File: src/rtl/tetris_pkg.sv
// Shared board geometry, block encodings and plotter state encoding.
package tetris_pkg;

  localparam int BOARD_W  = 10;
  localparam int BOARD_H  = 20;
  localparam int COLOUR_W = 6;
  localparam int OFS_W    = 2;

  typedef enum logic [2:0] {
    BLK_I = 3'd0,
    BLK_J = 3'd1,
    BLK_L = 3'd2,
    BLK_O = 3'd3,
    BLK_S = 3'd4,
    BLK_T = 3'd5,
    BLK_Z = 3'd6
  } block_t;

  typedef enum logic [1:0] {
    ST_IDLE = 2'd0,
    ST_DRAW = 2'd1,
    ST_DONE = 2'd2
  } plot_state_t;

  // Pull the 2-bit offset of cell idx out of a packed four-cell offset word.
  function automatic logic [OFS_W-1:0] cell_ofs(input logic [4*OFS_W-1:0] packed_ofs,
                                                input logic [1:0]         idx);
    return packed_ofs[idx*OFS_W +: OFS_W];
  endfunction

endpackage

File: src/rtl/piece_pixel_addr.sv
// Combinational pixel address for one pixel of one tetromino cell, plus an
// off-board flag for cells that land outside the 10x20 playfield.
module piece_pixel_addr
  import tetris_pkg::*;
#(
  parameter int unsigned CELL_PX  = 4,
  parameter int unsigned BOARD_X0 = 0,
  parameter int unsigned BOARD_Y0 = 0
) (
  input  logic [3:0] org_x,
  input  logic [4:0] org_y,
  input  logic [7:0] cell_x,
  input  logic [7:0] cell_y,
  input  logic [1:0] idx,
  input  logic [2:0] px,
  input  logic [2:0] py,
  output logic [7:0] vga_x,
  output logic [6:0] vga_y,
  output logic       out_of_board
);

  logic [4:0] cc;
  logic [4:0] cr;

  // Board cell coordinates, then pixel coordinates; modular arithmetic at the
  // output widths equals computing wider and truncating.
  always_comb begin
    cc           = 5'(org_x) + 5'(cell_ofs(cell_x, idx));
    cr           = org_y + 5'(cell_ofs(cell_y, idx));
    out_of_board = (cc > 5'(BOARD_W - 1)) || (cr > 5'(BOARD_H - 1));
    vga_x        = 8'(BOARD_X0) + 8'(cc) * 8'(CELL_PX) + 8'(px);
    vga_y        = 7'(BOARD_Y0) + 7'(cr) * 7'(CELL_PX) + 7'(py);
  end

endmodule

File: src/rtl/piece_plotter.sv
// Serially plots (or erases) a tetromino onto the VGA pixel plane, one pixel
// per plot/plot_ready handshake.
//
// state   | meaning
// --------+--------------------------------------------------------------
// ST_IDLE | waiting for start; inputs latched on start
// ST_DRAW | walking cells 0..3, row-major pixels; off-board cells skip 1 cycle
// ST_DONE | one-cycle done pulse, then back to idle
module piece_plotter
  import tetris_pkg::*;
#(
  parameter int unsigned CELL_PX   = 4,
  parameter int unsigned BOARD_X0  = 0,
  parameter int unsigned BOARD_Y0  = 0,
  parameter logic [5:0]  BG_COLOUR = 6'b000000
) (
  input  logic       clk,
  input  logic       resetn,
  input  logic       start,
  input  logic       erase,
  input  logic [3:0] board_x,
  input  logic [4:0] board_y,
  input  logic [7:0] cell_x,
  input  logic [7:0] cell_y,
  input  logic [5:0] colour,
  input  logic       plot_ready,
  output logic [7:0] vga_x,
  output logic [6:0] vga_y,
  output logic [5:0] vga_colour,
  output logic       plot,
  output logic       busy,
  output logic       done
);

  localparam logic [2:0] PX_LAST = 3'(CELL_PX - 1);

  plot_state_t state, n_state;
  logic [1:0]  idx, n_idx;
  logic [2:0]  px, n_px;
  logic [2:0]  py, n_py;
  logic [3:0]  org_x, n_org_x;
  logic [4:0]  org_y, n_org_y;
  logic [7:0]  ofs_x, n_ofs_x;
  logic [7:0]  ofs_y, n_ofs_y;
  logic [5:0]  col, n_col;

  logic [7:0]  addr_x;
  logic [6:0]  addr_y;
  logic        addr_oob;

  // The address is computed from the next-cycle counters so that the pixel
  // outputs can be registered and still line up with the counter state.
  piece_pixel_addr #(
    .CELL_PX  (CELL_PX),
    .BOARD_X0 (BOARD_X0),
    .BOARD_Y0 (BOARD_Y0)
  ) u_addr (
    .org_x        (n_org_x),
    .org_y        (n_org_y),
    .cell_x       (n_ofs_x),
    .cell_y       (n_ofs_y),
    .idx          (n_idx),
    .px           (n_px),
    .py           (n_py),
    .vga_x        (addr_x),
    .vga_y        (addr_y),
    .out_of_board (addr_oob)
  );

  // Next-state, counter advance and input latching.
  always_comb begin
    n_state = state;
    n_idx   = idx;
    n_px    = px;
    n_py    = py;
    n_org_x = org_x;
    n_org_y = org_y;
    n_ofs_x = ofs_x;
    n_ofs_y = ofs_y;
    n_col   = col;
    case (state)
      ST_IDLE: begin
        if (start) begin
          n_org_x = board_x;
          n_org_y = board_y;
          n_ofs_x = cell_x;
          n_ofs_y = cell_y;
          n_col   = erase ? BG_COLOUR : colour;
          n_idx   = 2'd0;
          n_px    = 3'd0;
          n_py    = 3'd0;
          n_state = ST_DRAW;
        end
      end
      ST_DRAW: begin
        // plot=0 in DRAW marks a skip cycle for an off-board cell.
        if (!plot || plot_ready) begin
          if (!plot || (px == PX_LAST && py == PX_LAST)) begin
            n_px = 3'd0;
            n_py = 3'd0;
            if (idx == 2'd3) n_state = ST_DONE;
            else             n_idx   = idx + 2'd1;
          end else if (px == PX_LAST) begin
            n_px = 3'd0;
            n_py = py + 3'd1;
          end else begin
            n_px = px + 3'd1;
          end
        end
      end
      ST_DONE: n_state = ST_IDLE;
      default: n_state = ST_IDLE;
    endcase
  end

  // State, counters and latched piece description.
  always_ff @(posedge clk or negedge resetn) begin
    if (!resetn) begin
      state <= ST_IDLE;
      idx   <= 2'd0;
      px    <= 3'd0;
      py    <= 3'd0;
      org_x <= 4'd0;
      org_y <= 5'd0;
      ofs_x <= 8'd0;
      ofs_y <= 8'd0;
      col   <= 6'd0;
    end else begin
      state <= n_state;
      idx   <= n_idx;
      px    <= n_px;
      py    <= n_py;
      org_x <= n_org_x;
      org_y <= n_org_y;
      ofs_x <= n_ofs_x;
      ofs_y <= n_ofs_y;
      col   <= n_col;
    end
  end

  // Registered write port; pixel fields hold while a write is stalled.
  always_ff @(posedge clk or negedge resetn) begin
    if (!resetn) begin
      vga_x      <= 8'd0;
      vga_y      <= 7'd0;
      vga_colour <= 6'd0;
      plot       <= 1'b0;
      busy       <= 1'b0;
      done       <= 1'b0;
    end else begin
      busy <= (n_state != ST_IDLE);
      done <= (n_state == ST_DONE);
      if (n_state == ST_DRAW && !addr_oob) begin
        plot       <= 1'b1;
        vga_x      <= addr_x;
        vga_y      <= addr_y;
        vga_colour <= n_col;
      end else begin
        plot <= 1'b0;
      end
    end
  end

endmodule

File: config.mk
export PLATFORM = sky130hd
export DESIGN_NAME = piece_plotter
export DESIGN_NICKNAME = d
export VERILOG_FILES = /design/src/rtl/tetris_pkg.sv /design/src/rtl/piece_pixel_addr.sv /design/src/rtl/piece_plotter.sv
export SDC_FILE = /design/constraint.sdc
export NUM_CORES = 1
export LEC_CHECK = 0
export ABC_AREA = 1
export BUFFER_PORTS_ARGS = -buffer_cell sky130_fd_sc_hd__buf_2
export CORE_ASPECT_RATIO = 0.75
export CORE_MARGIN = 2
export CORE_UTILIZATION = 50
export DETAILED_ROUTE_END_ITERATION = 6
export PLACE_DENSITY = 0.76
export SETUP_SLACK_MARGIN = 0.05
export SLEW_MARGIN = 40
export SYNTH_ARGS = -nofsm -noshare
export SYNTH_HDL_FRONTEND = slang
export SYNTH_SLANG_ARGS = --single-unit
File: constraint.sdc
create_clock -name clk -period 3.04 [get_ports clk]
set_input_delay 0.608 -clock clk [delete_from_list [all_inputs] [get_ports clk]]
set_output_delay 0.608 -clock clk [all_outputs]
set_load 0.01 [all_outputs]
==> flow_summary.toml <==
[yosys]
synth_compound_area_share_pct = 6.583
synth_top_family_by_area = "simple AND/OR/NAND/NOR gates"
syn_area_um2 = 3288
yosys.area.top_type = "dfrtp_1"
synth_area_per_cell_um2 = 8.200
synth_warnings = 0
synthMuxAreaShare_pct = 0
synth_area_leaders = "dfrtp_1, nand2_1, inv_1"
synthCells = 401
yosys.area_share.simple_pct = 29.87
synth_fa_ha_area_share_pct = 5.403
syn_nets = 450
yosys.area.top_type_share_pct = 49.47
ys_types = 31
synth_seq_cells = 65
synth_xor_area_share_pct = 1.065
synth-seq-area-share_pct = 49.47

[die]
initial_core_util_pct = 52.04
rows = 25
dieArea_um2 = 7248
die_width_um = 97.64
die_h_um = 74.23
coreArea_um2 = 6319
boundaryPins = 60

[sta]
slew_headroom_pct = 62.79
rsz0062_at_grt = "true"
fin_ws_ns = -0.1998
finalSetupViolations = 22
finalHoldViolCount = 0
fin_skew_ns = 0.007641
min_period_ns = 3.240
tightest_slew_ns = 0.5581
worst_hold_slack_ns = 0.2503
drv_slew = 0
period_share_pct = 106.6
fmax_mhz = 308.7

[detailed_routing]
drtIter0Drc = 162
dr.pass1.iters = 5
post-route-drc-count = 0
wl_met2_um = 4386
wl_met1_um = 4016
route.met3.wl_um = 599
avgViaCountPerCell = 5.322
drt-wirelength-per-cell_um = 15.52
vias = 3188
routed_wl_um = 9299
routed.top_layer = "met4"
antenna_left = 0

[clocking]
htreeDepth = 3
clkSlewWorstSetupHoldPaths_ns = 0.08
clk_latency_ns = 0.35
cts.path.max_buffers = 2
tritoncts = "yes"
cts_num_sinks = 65
ctsRootBufferMaster = "clkbuf_8"
hold_buffers = 0
cts_buffers = 9

[global_routing]
overflow = 0
grt_usage_pct = 26.78
grt_pass1_vias = 3147
antenna_found_initial = 0
grt_max_degree = 44
grt_pass1_wl_um = 15110

[outcome]
status = "finished with violations"
violations = "setup timing"

[worst_setup_path]
path_cells = "ha_2 > ha_4 > nand3_2 > nand2_2 > nand2_2 > o21ai_1 > nand2_1 > nand2_4 > buf_6 > nand2_4 > nand3_2 > nand2_2 > ha_4 > fa_2 > nand3b_1 > nand2_2 > nand2_2 > nand2_4 > nand2_4 > buf_12 > nor2_4 > nand2_1 > nand2_1"
slowest_delay_ns = 0.39
critPathTopFamily = "simple AND/OR/NAND/NOR gates"
crit_top_cell = "nand2_2"
critPathArrivalTime_ns = 3.53
startpoint = "py[1]$_DFF_PN0_"
critical_path_class = "flip-flop to flip-flop"
cp_max_fo = 5
start_kind = "flip-flop"
required_ns = 3.33
regToRegStartpoint = "py[1]$_DFF_PN0_"
crit_buf_inv = 2
end_kind = "flip-flop"
crit_slowest_cell = "dfrtp_1"

[layout]
n_antenna_cell = 0
drive_gt1_share_pct = 40.93
area_growth_pct = 41.55
nets = 562

[placement]
gp_congestion = 0.8661
port_buffers = 59
hpwl_um = 5558

[worst_hold_path]
hold_class = "input port to async pin"

[run]
cap_violations = 0
==> per-layer routing <==
layer | vias to the layer above | GRT usage [%]
met4 | 0 | 11.27
met1 | 1537 | 35.00
met2 | 129 | 43.75
met3 | 33 | 6.673
li1 | 1489 | -
met5 | - | 0
==> cell usage after synthesis <==
master     instances
nand3_4            1
ha_1              11
o21ai_2            1
a21oi_1            1
nand3_2            1
inv_2              2
a21o_1             2
inv_1             47
nand3_1           26
xor2_1             1
nand4_1            3
nor2_8             1
nor2_1            10
nand2_2            7
xnor2_1            3
nor2_4             1
o21ai_1            1
o21ai_0           33
a311oi_1           1
clkbuf_1           4
o2111ai_1          1
nand2_1          151
buf_4              1
buf_2              2
nand2_4            1
buf_6              3
nor2_2             1
dfrtp_1           65
fa_1               2
or2_2             15
nand3b_1           2
==> timing repair <==
action / 4_1_cts / 5_1_grt
pin swaps: 30 / 28
endpoints found under the setup margin: 22 / 22
gates cloned: 6 / 0
resized for setup: 44 / 19
setup buffers: 11 / 5
==> layout by cell type, fill, tap and decap left out, types with 10 or more instances in the layout <==
| cell type | Yosys | routed |
|---|---|---|
| nand3_1 | 26 | 20 |
| dfrtp_1 | 65 | 65 |
| buf_4 | 1 | 41 |
| nand2_1 | 151 | 125 |
| or2_2 | 15 | 11 |
| o21ai_0 | 33 | 22 |
| buf_2 | 2 | 58 |
| nand2_2 | 7 | 25 |
| clkbuf_8 | 0 | 10 |
| inv_1 | 47 | 42 |
==> cell type report <==
class,count,area [um^2]
Inverter,49,196.4
Multi-Input combinational cell,282,1720
Clock inverter,6,137.6
Timing Repair Buffer,106,734.5
Clock buffer,10,137.6
Fill cell,452,1664
Tap cell,81,101.3
Sequential cell,65,1627
==> kinds of logic after synthesis <==
logic type / Yosys count
simple gates: 220
fa+ha+maj: 13
flops: 65
xor+xnor: 4
compound gates: 40
buf+inv: 59
==> path summary, 6_finish.rpt <==
check / endpoint / slack, ns / cells after the start
setup / recovery: vga_x[2]$_DFFE_PN0P_ / -0.20 / 23
hold / removal: ofs_x[5]$_DFF_PN0_ / 0.25 / 1
setup reg to reg: vga_x[2]$_DFFE_PN0P_ / -0.20 / 23
hold reg to reg: vga_y[4]$_DFFE_PN0P_ / 0.48 / 2
max in group asynchronous: vga_y[4]$_DFFE_PN0P_ / 2.18 / 2
min in group clk: vga_y[4]$_DFFE_PN0P_ / 0.48 / 2
==> through the flow <==
step / setup TNS (ns) / setup slack (ns) / utilization, % / cell area [um^2] / std cells
after floorplan: 0 / 0.05075 / - / 3379 / 401
after global placement: -2.044 / -0.1256 / 61.96 / 3915 / 561
after detailed placement: -4.352 / -0.2263 / 62.00 / 3918 / 561
after CTS: -1.549 / -0.09220 / 71.80 / 4537 / 594
after global routing: -7.555 / -0.3820 / 73.66 / 4654 / 599
final: -3.357 / -0.1998 / 73.66 / 4654 / 599
==> state kept, by name, indices dropped and copies added (netlist names) <==
register    flops
px              3
idx             2
col             6
ofs_x           8
state           2
org_y           5
ofs_y           8
plot            1
org_x           4
busy            1
vga_x           8
vga_colour      6
vga_y           7
done            1
py              3
Power is not shown: default switching activity piles up to over one toggle a cycle in this logic, so the estimate is an artifact.
